--- src/rtl/spi_pkg.sv ---
// spi_pkg: shared state type and sclk edge-role helper for spi_slave_sync
//  spi_state_e  : IDLE (no frame) / ACTIVE (cs_n asserted)
//  edge_roles_t : which synchronised sclk edge samples mosi and which shifts miso
package spi_pkg;
  typedef enum logic {IDLE, ACTIVE} spi_state_e;
  typedef struct packed {
    logic sample_rise;
    logic shift_rise;
  } edge_roles_t;
  // Leading edge is the one leaving CPOL; CPHA=0 samples on it, CPHA=1 on the trailing one.
  function automatic edge_roles_t edge_roles(input logic cpol, input logic cpha);
    edge_roles_t r;
    r.sample_rise = ~(cpol ^ cpha);
    r.shift_rise = cpol ^ cpha;
    return r;
  endfunction
endpackage

--- src/rtl/sync_edge_det.sv ---
// sync_edge_det: multi-flop synchroniser with single-cycle rise/fall pulses
//  clk, rst_n : system clock, asynchronous active-low reset
//  i_d        : asynchronous input
//  o_q        : synchronised level
//  o_rise     : 1-cycle pulse when o_q goes 0->1
//  o_fall     : 1-cycle pulse when o_q goes 1->0
module sync_edge_det #(
  parameter int   STAGES  = 2,
  parameter logic RST_VAL = 1'b0
) (
  input  logic clk,
  input  logic rst_n,
  input  logic i_d,
  output logic o_q,
  output logic o_rise,
  output logic o_fall
);
  logic [STAGES-1:0] r_sync;
  logic r_prev;
  always_ff @(posedge clk or negedge rst_n) begin
    if (!rst_n) begin
      r_sync <= {STAGES{RST_VAL}};
      r_prev <= RST_VAL;
    end else begin
      r_sync <= {r_sync[STAGES-2:0], i_d};
      r_prev <= r_sync[STAGES-1];
    end
  end
  assign o_q = r_sync[STAGES-1];
  assign o_rise = o_q & ~r_prev;
  assign o_fall = ~o_q & r_prev;
endmodule

--- src/rtl/spi_slave_sync.sv ---
// spi_slave_sync: SPI target running entirely in the clk domain, all four modes, multi-word frames
//  clk, rst_n         : system clock, asynchronous active-low reset
//  sclk, cs_n, mosi   : host SPI inputs (asynchronous, synchronised here)
//  miso, miso_oe      : serial data to host and its output enable (high while frame active)
//  tx_data, tx_valid  : next word to send; accepted into the shadow when tx_valid & tx_ready
//  tx_ready           : shadow buffer empty
//  rx_data, rx_valid  : last complete received word and its 1-cycle update pulse
//  tx_underrun        : 1-cycle pulse when a word starts with the shadow empty (zeros sent)
//  frame_active       : synchronised ~cs_n
module spi_slave_sync
  import spi_pkg::*;
#(
  parameter int   DATA_W      = 64,
  parameter logic CPOL        = 1'b0,
  parameter logic CPHA        = 1'b0,
  parameter int   SYNC_STAGES = 2
) (
  input  logic              clk,
  input  logic              rst_n,
  input  logic              sclk,
  input  logic              cs_n,
  input  logic              mosi,
  output logic              miso,
  output logic              miso_oe,
  input  logic [DATA_W-1:0] tx_data,
  input  logic              tx_valid,
  output logic              tx_ready,
  output logic [DATA_W-1:0] rx_data,
  output logic              rx_valid,
  output logic              tx_underrun,
  output logic              frame_active
);
  localparam int CW = $clog2(DATA_W);
  localparam edge_roles_t ROLES = edge_roles(CPOL, CPHA);
  logic w_sclk_q, w_sclk_rise, w_sclk_fall;
  logic w_cs_q, w_cs_rise, w_cs_fall;
  logic [SYNC_STAGES-1:0] r_mosi_sync;
  logic w_mosi;
  spi_state_e r_state, w_state_nxt;
  logic [CW-1:0] r_bit_cnt;
  logic [DATA_W-1:0] r_tx, r_shadow, r_rx_data;
  logic [DATA_W-2:0] r_rx_shift;
  logic [DATA_W-1:0] w_rx_next;
  logic r_shadow_full, r_miso, r_rx_valid, r_underrun;
  logic w_active, w_sclk_edge, w_sample, w_shift, w_sample_en, w_word_end, w_word_start, w_accept;
  sync_edge_det #(.STAGES(SYNC_STAGES), .RST_VAL(CPOL)) u_sclk_sync (
    .clk(clk), .rst_n(rst_n), .i_d(sclk), .o_q(w_sclk_q), .o_rise(w_sclk_rise), .o_fall(w_sclk_fall)
  );
  sync_edge_det #(.STAGES(SYNC_STAGES), .RST_VAL(1'b1)) u_cs_sync (
    .clk(clk), .rst_n(rst_n), .i_d(cs_n), .o_q(w_cs_q), .o_rise(w_cs_rise), .o_fall(w_cs_fall)
  );
  // Same depth as sclk so the synchronised mosi lines up with the detected sample edge.
  always_ff @(posedge clk or negedge rst_n) begin
    if (!rst_n) r_mosi_sync <= '0;
    else r_mosi_sync <= {r_mosi_sync[SYNC_STAGES-2:0], mosi};
  end
  assign w_mosi = r_mosi_sync[SYNC_STAGES-1];
  always_ff @(posedge clk or negedge rst_n) begin
    if (!rst_n) r_state <= IDLE;
    else r_state <= w_state_nxt;
  end
  always_comb begin
    w_active = r_state == ACTIVE;
    w_sclk_edge = w_sclk_rise | w_sclk_fall;
    w_sample = w_sclk_edge & (w_sclk_q == ROLES.sample_rise);
    w_shift = w_sclk_edge & (w_sclk_q == ROLES.shift_rise);
    w_sample_en = w_active & w_sample;
    w_word_end = w_sample_en & (r_bit_cnt == CW'(DATA_W - 1));
    // A cs_n rise on the final sample completes the word but starts no new one.
    w_word_start = (~w_active & w_cs_fall) | (w_word_end & ~w_cs_rise);
    w_accept = tx_valid & ~r_shadow_full;
    w_rx_next = {r_rx_shift, w_mosi};
    w_state_nxt = w_active ? (w_cs_rise ? IDLE : ACTIVE) : (w_cs_fall ? ACTIVE : IDLE);
  end
  always_ff @(posedge clk or negedge rst_n) begin
    if (!rst_n) begin
      r_bit_cnt <= '0;
      r_tx <= '0;
      r_shadow <= '0;
      r_shadow_full <= 1'b0;
      r_rx_shift <= '0;
      r_rx_data <= '0;
      r_rx_valid <= 1'b0;
      r_underrun <= 1'b0;
      r_miso <= 1'b0;
    end else begin
      r_rx_valid <= w_word_end;
      r_underrun <= w_word_start & ~r_shadow_full;
      if (w_accept) r_shadow <= tx_data;
      // No bypass: an accept in a word-start cycle refills the shadow for the following word.
      r_shadow_full <= w_accept | (r_shadow_full & ~w_word_start);
      // In CPHA=0 the trailing edge right after a wrap belongs to the word already loaded.
      if (w_word_start) r_tx <= r_shadow_full ? r_shadow : '0;
      else if (w_active & w_shift & (CPHA || r_bit_cnt != '0)) r_tx <= r_tx << 1;
      if (w_active & w_shift & CPHA) r_miso <= r_tx[DATA_W-1];
      if (w_sample_en) begin
        r_bit_cnt <= w_word_end ? '0 : r_bit_cnt + 1'b1;
        r_rx_shift <= w_rx_next[DATA_W-2:0];
        if (w_word_end) r_rx_data <= w_rx_next;
      end
      if (w_active & w_cs_rise) begin
        r_tx <= '0;
        r_miso <= 1'b0;
        r_bit_cnt <= '0;
        r_rx_shift <= '0;
      end
    end
  end
  assign miso_oe = w_active;
  assign miso = w_active & (CPHA ? r_miso : r_tx[DATA_W-1]);
  assign tx_ready = ~r_shadow_full;
  assign rx_data = r_rx_data;
  assign rx_valid = r_rx_valid;
  assign tx_underrun = r_underrun;
  assign frame_active = ~w_cs_q;
endmodule
--- config.mk ---
export PLATFORM = sky130hd
export DESIGN_NAME = spi_slave_sync
export DESIGN_NICKNAME = d
export VERILOG_FILES = /design/src/rtl/spi_pkg.sv /design/src/rtl/sync_edge_det.sv /design/src/rtl/spi_slave_sync.sv
export SDC_FILE = /design/constraint.sdc
export NUM_CORES = 1
export LEC_CHECK = 0
export ABC_AREA = 0
export BUFFER_PORTS_ARGS = -buffer_cell sky130_fd_sc_hd__buf_2
export CORE_MARGIN = 2
export CORE_UTILIZATION = 30
export CTS_CLUSTER_SIZE = 20
export DETAILED_ROUTE_END_ITERATION = 6
export GPL_ROUTABILITY_DRIVEN = 0
export PLACE_DENSITY_LB_ADDON = 0.1
export SLEW_MARGIN = 10
export SYNTH_ARGS = -nofsm -noshare
export SYNTH_HDL_FRONTEND = slang
export SYNTH_HIERARCHICAL = 1
export SYNTH_SLANG_ARGS = --single-unit
--- constraint.sdc ---
create_clock -name clk -period 2.9 [get_ports clk]
set_input_delay 0.29 -clock clk [delete_from_list [all_inputs] [get_ports clk]]
set_output_delay 0.29 -clock clk [all_outputs]
set_load 0.03 [all_outputs]
==> metrics.yaml <==
num_rows: 69
hold_viol_final: 0
ir_drop_v: 0.000484
die-width_um: 194
area_growth_pct: 23.1
status: "finished clean"
busiest_layer: "met2"
yosysTopAreaCell: "dfrtp_1"
diodes: 0
start_util_pct: 30.4
tightest_slew_ns: 0.773
power_w: 0.0110
start_kind: "flip-flop"
synthMuxAreaShare_pct: 13.3
dieArea_sq_um: 37600
postCtsSetupRepairBufs: 0
coreArea_sq_um: 35600
path_cells: "nor2b_1, o211ai_4, o41a_1, o21a_2, buf_12, a221o_1"
path_class: "flip-flop to flip-flop"
synth_top_family_by_area: "multiplexers"
synth.distinct_cells: 37
setup_viol: 0
io_pins: 140
async_reset_ff_share_pct: 100
fmax_ghz: 0.413
drive_gt1_share_pct: 34.0
end_kind: "flip-flop"
wire_per_inst_um: 16.4
cp_slowest_cell: "dfrtp_1"
yosysSeqAreaShare_pct: 63.1
layout.nets: 1063
finClkSkew_ns: 0.0191
r2r_setup_slack_ns: 0.48
antenna_found_initial: 1
vias: 6919
crit_buf_inv: 1
required_ns: 3.28
wl_um: 24200
finalMaxSlewViolations: 0
fillers: 3533
cp_top_family: "compound AO/OA/AOI/OAI gates"
synth_fa_ha_area_share_pct: 0.231
yosysWarnings: 6
drt_iter0_drc: 324
cts_resized: 0
synth_flop_cell: "dfrtp_1"
drc_errors: 0
gr-usage-all-layers_pct: 13.0
portBuffers: 139
relSlewSlack_pct: 48.4
ant_nets: 0
netlist.area_leader.share_pct: 62.4
clock_latency_ns: 0.50
synth-seq-cells: 273
ctsLongestPathBuffers: 3
arrival_ns: 2.80
synth_compound_area_share_pct: 10.6
rsz0062_at_grt: "false"
slowest_delay_ns: 0.52
fin_setup_tns_ns: 0
grt_start_max_net_pins: 80
met2_usage_pct: 19.3
synthTopCellsByArea: "dfrtp_1, mux2_2, a221o_1"
synthXorXnorAreaFrac_pct: 0.162
p_leak_nw: 6.28
cts_tree: "built"
ctsRootBufferMaster: "clkbuf_16"
post_synth_instance_area_sq_um: 10800
die_y_um: 194
finalCriticalPeriod_ns: 2.42
p_per_area_nw_per_um2: 824
grt_pass1_vias: 7121
grt_use_met1_pct: 19.1
crit_fanout: 62
synth.avg_cell_area_sq_um: 13.0
clock_sinks: 273
post-dp-hpwl_um: 14000
grt_pass1_wl_um: 40100
drt_pre_antenna_iters: 4
yosys.area_share.simple_pct: 9.43
grt-ovfl-total: 0
max_cap_viol_count: 0
path_clk_slew_ns: 0.06
ctsHoldBuffers: 22
synthCells: 835
min_path_type: "primary input to flip-flop"
vias_per_cell: 4.68
cts_made_buffers: 34
period_share_pct: 83.6
synth_nets: 907
synth-edff-count: 0
met3_usage_pct: 2.82
h-tree-depth: 2
per-stage QoR:
stage / utilization (%) / cells / setup slack [ns] / hold slack, ns / instance area, sq um
final: 37.5 / 1477 / 0.477 / 0.0222 / 13300
after global routing: 37.5 / 1477 / 0.327 / 0.00670 / 13300
after CTS: 37.5 / 1477 / 0.458 / 0.000108 / 13300
after detailed placement: 33.8 / 1394 / 0.479 / 0.279 / 12000
after global placement: 33.8 / 1394 / 0.544 / 0.278 / 12000
after floorplan: - / 835 / 0.721 / -0.00559 / 10800
layout by cell type (no fill, tap or decap), types with 9 or more instances in the layout:
cell type,n
clkbuf_1,14
mux2_2,128
and2_1,63
buf_2,138
a221o_1,62
nand2_1,132
buf_4,9
dfrtp_1,270
a21oi_1,68
dlygate4sd3_1,22
clkbuf_16,35
synthesized netlist by cell type (4+ instances only):
master / instances
o21ai_0: 8
inv_1: 5
nor2_1: 4
a221o_1: 62
mux2_2: 128
buf_6: 13
nor2b_1: 4
buf_1: 5
a21oi_1: 68
dfrtp_1: 270
nand2_1: 132
and2_1: 64
clkbuf_1: 31
buf_2: 8
cells by family (layout without fill, tap and decap cells):
kind of cell | after synthesis | in the layout
DFF | 273 | 273
AOI/OAI and AO/OA | 151 | 151
and+or+nand+nor | 217 | 217
adders and majority gates | 2 | 2
muxes | 128 | 128
buffers and inverters | 62 | 243
xor gates and xnor gates | 2 | 2
final cells by class:
cell class	instances	area [sq um]	area share, %
clock buffers	56	1020	7.68
clock inverters	5	57.6	0.432
inverters	5	18.8	0.141
multi-input cells	500	3690	27.7
flip-flops and latches	273	6840	51.3
well taps	461	577	4.33
repair buffers	177	1130	8.50
final timing paths:
path | from | end | cells after the start
max | u_sclk_sync/r_sync[1]$_DFF_PN0_ | r_tx[41]$_DFFE_PN0P_ | 6
min | tx_data[1] | r_shadow[1]$_DFFE_PN0P_ | 2
max reg2reg | u_sclk_sync/r_sync[1]$_DFF_PN0_ | r_tx[41]$_DFFE_PN0P_ | 6
min reg2reg | r_mosi_sync[0]$_DFF_PN0_ | r_mosi_sync[1]$_DFF_PN0_ | 0
max in group asynchronous | rst_n | u_cs_sync/r_sync[0]$_DFF_PN1_ | 3
min in group asynchronous | rst_n | r_shadow[39]$_DFFE_PN0P_ | 2
power by group:
group          internal, W  switching, W
Sequential         0.00472      0.000527
Clock              0.00250       0.00159
Combinational     0.000949      0.000699
registers in the layout, indices dropped and copies added, names as in the netlist:
| register | cells |
|---|---|
| r_shadow | 64 |
| r_mosi_sync | 2 |
| r_shadow_full | 1 |
| u_sclk_sync/r_sync | 2 |
| miso_oe | 1 |
| rx_data | 64 |
| u_cs_sync/r_prev | 1 |
| r_tx | 64 |
| r_bit_cnt | 6 |
| u_sclk_sync/r_prev | 1 |
| r_rx_shift | 63 |
| tx_underrun | 1 |
| u_cs_sync/r_sync | 2 |
| rx_valid | 1 |
routing by layer:
layer | vias up | wire length [um]
met4 | 0 | 488
met5 | - | 0
met1 | 3520 | 12200
li1 | 3251 | -
met2 | 112 | 10600
met3 | 36 | 972
Power figures use the tool's default switching activity.
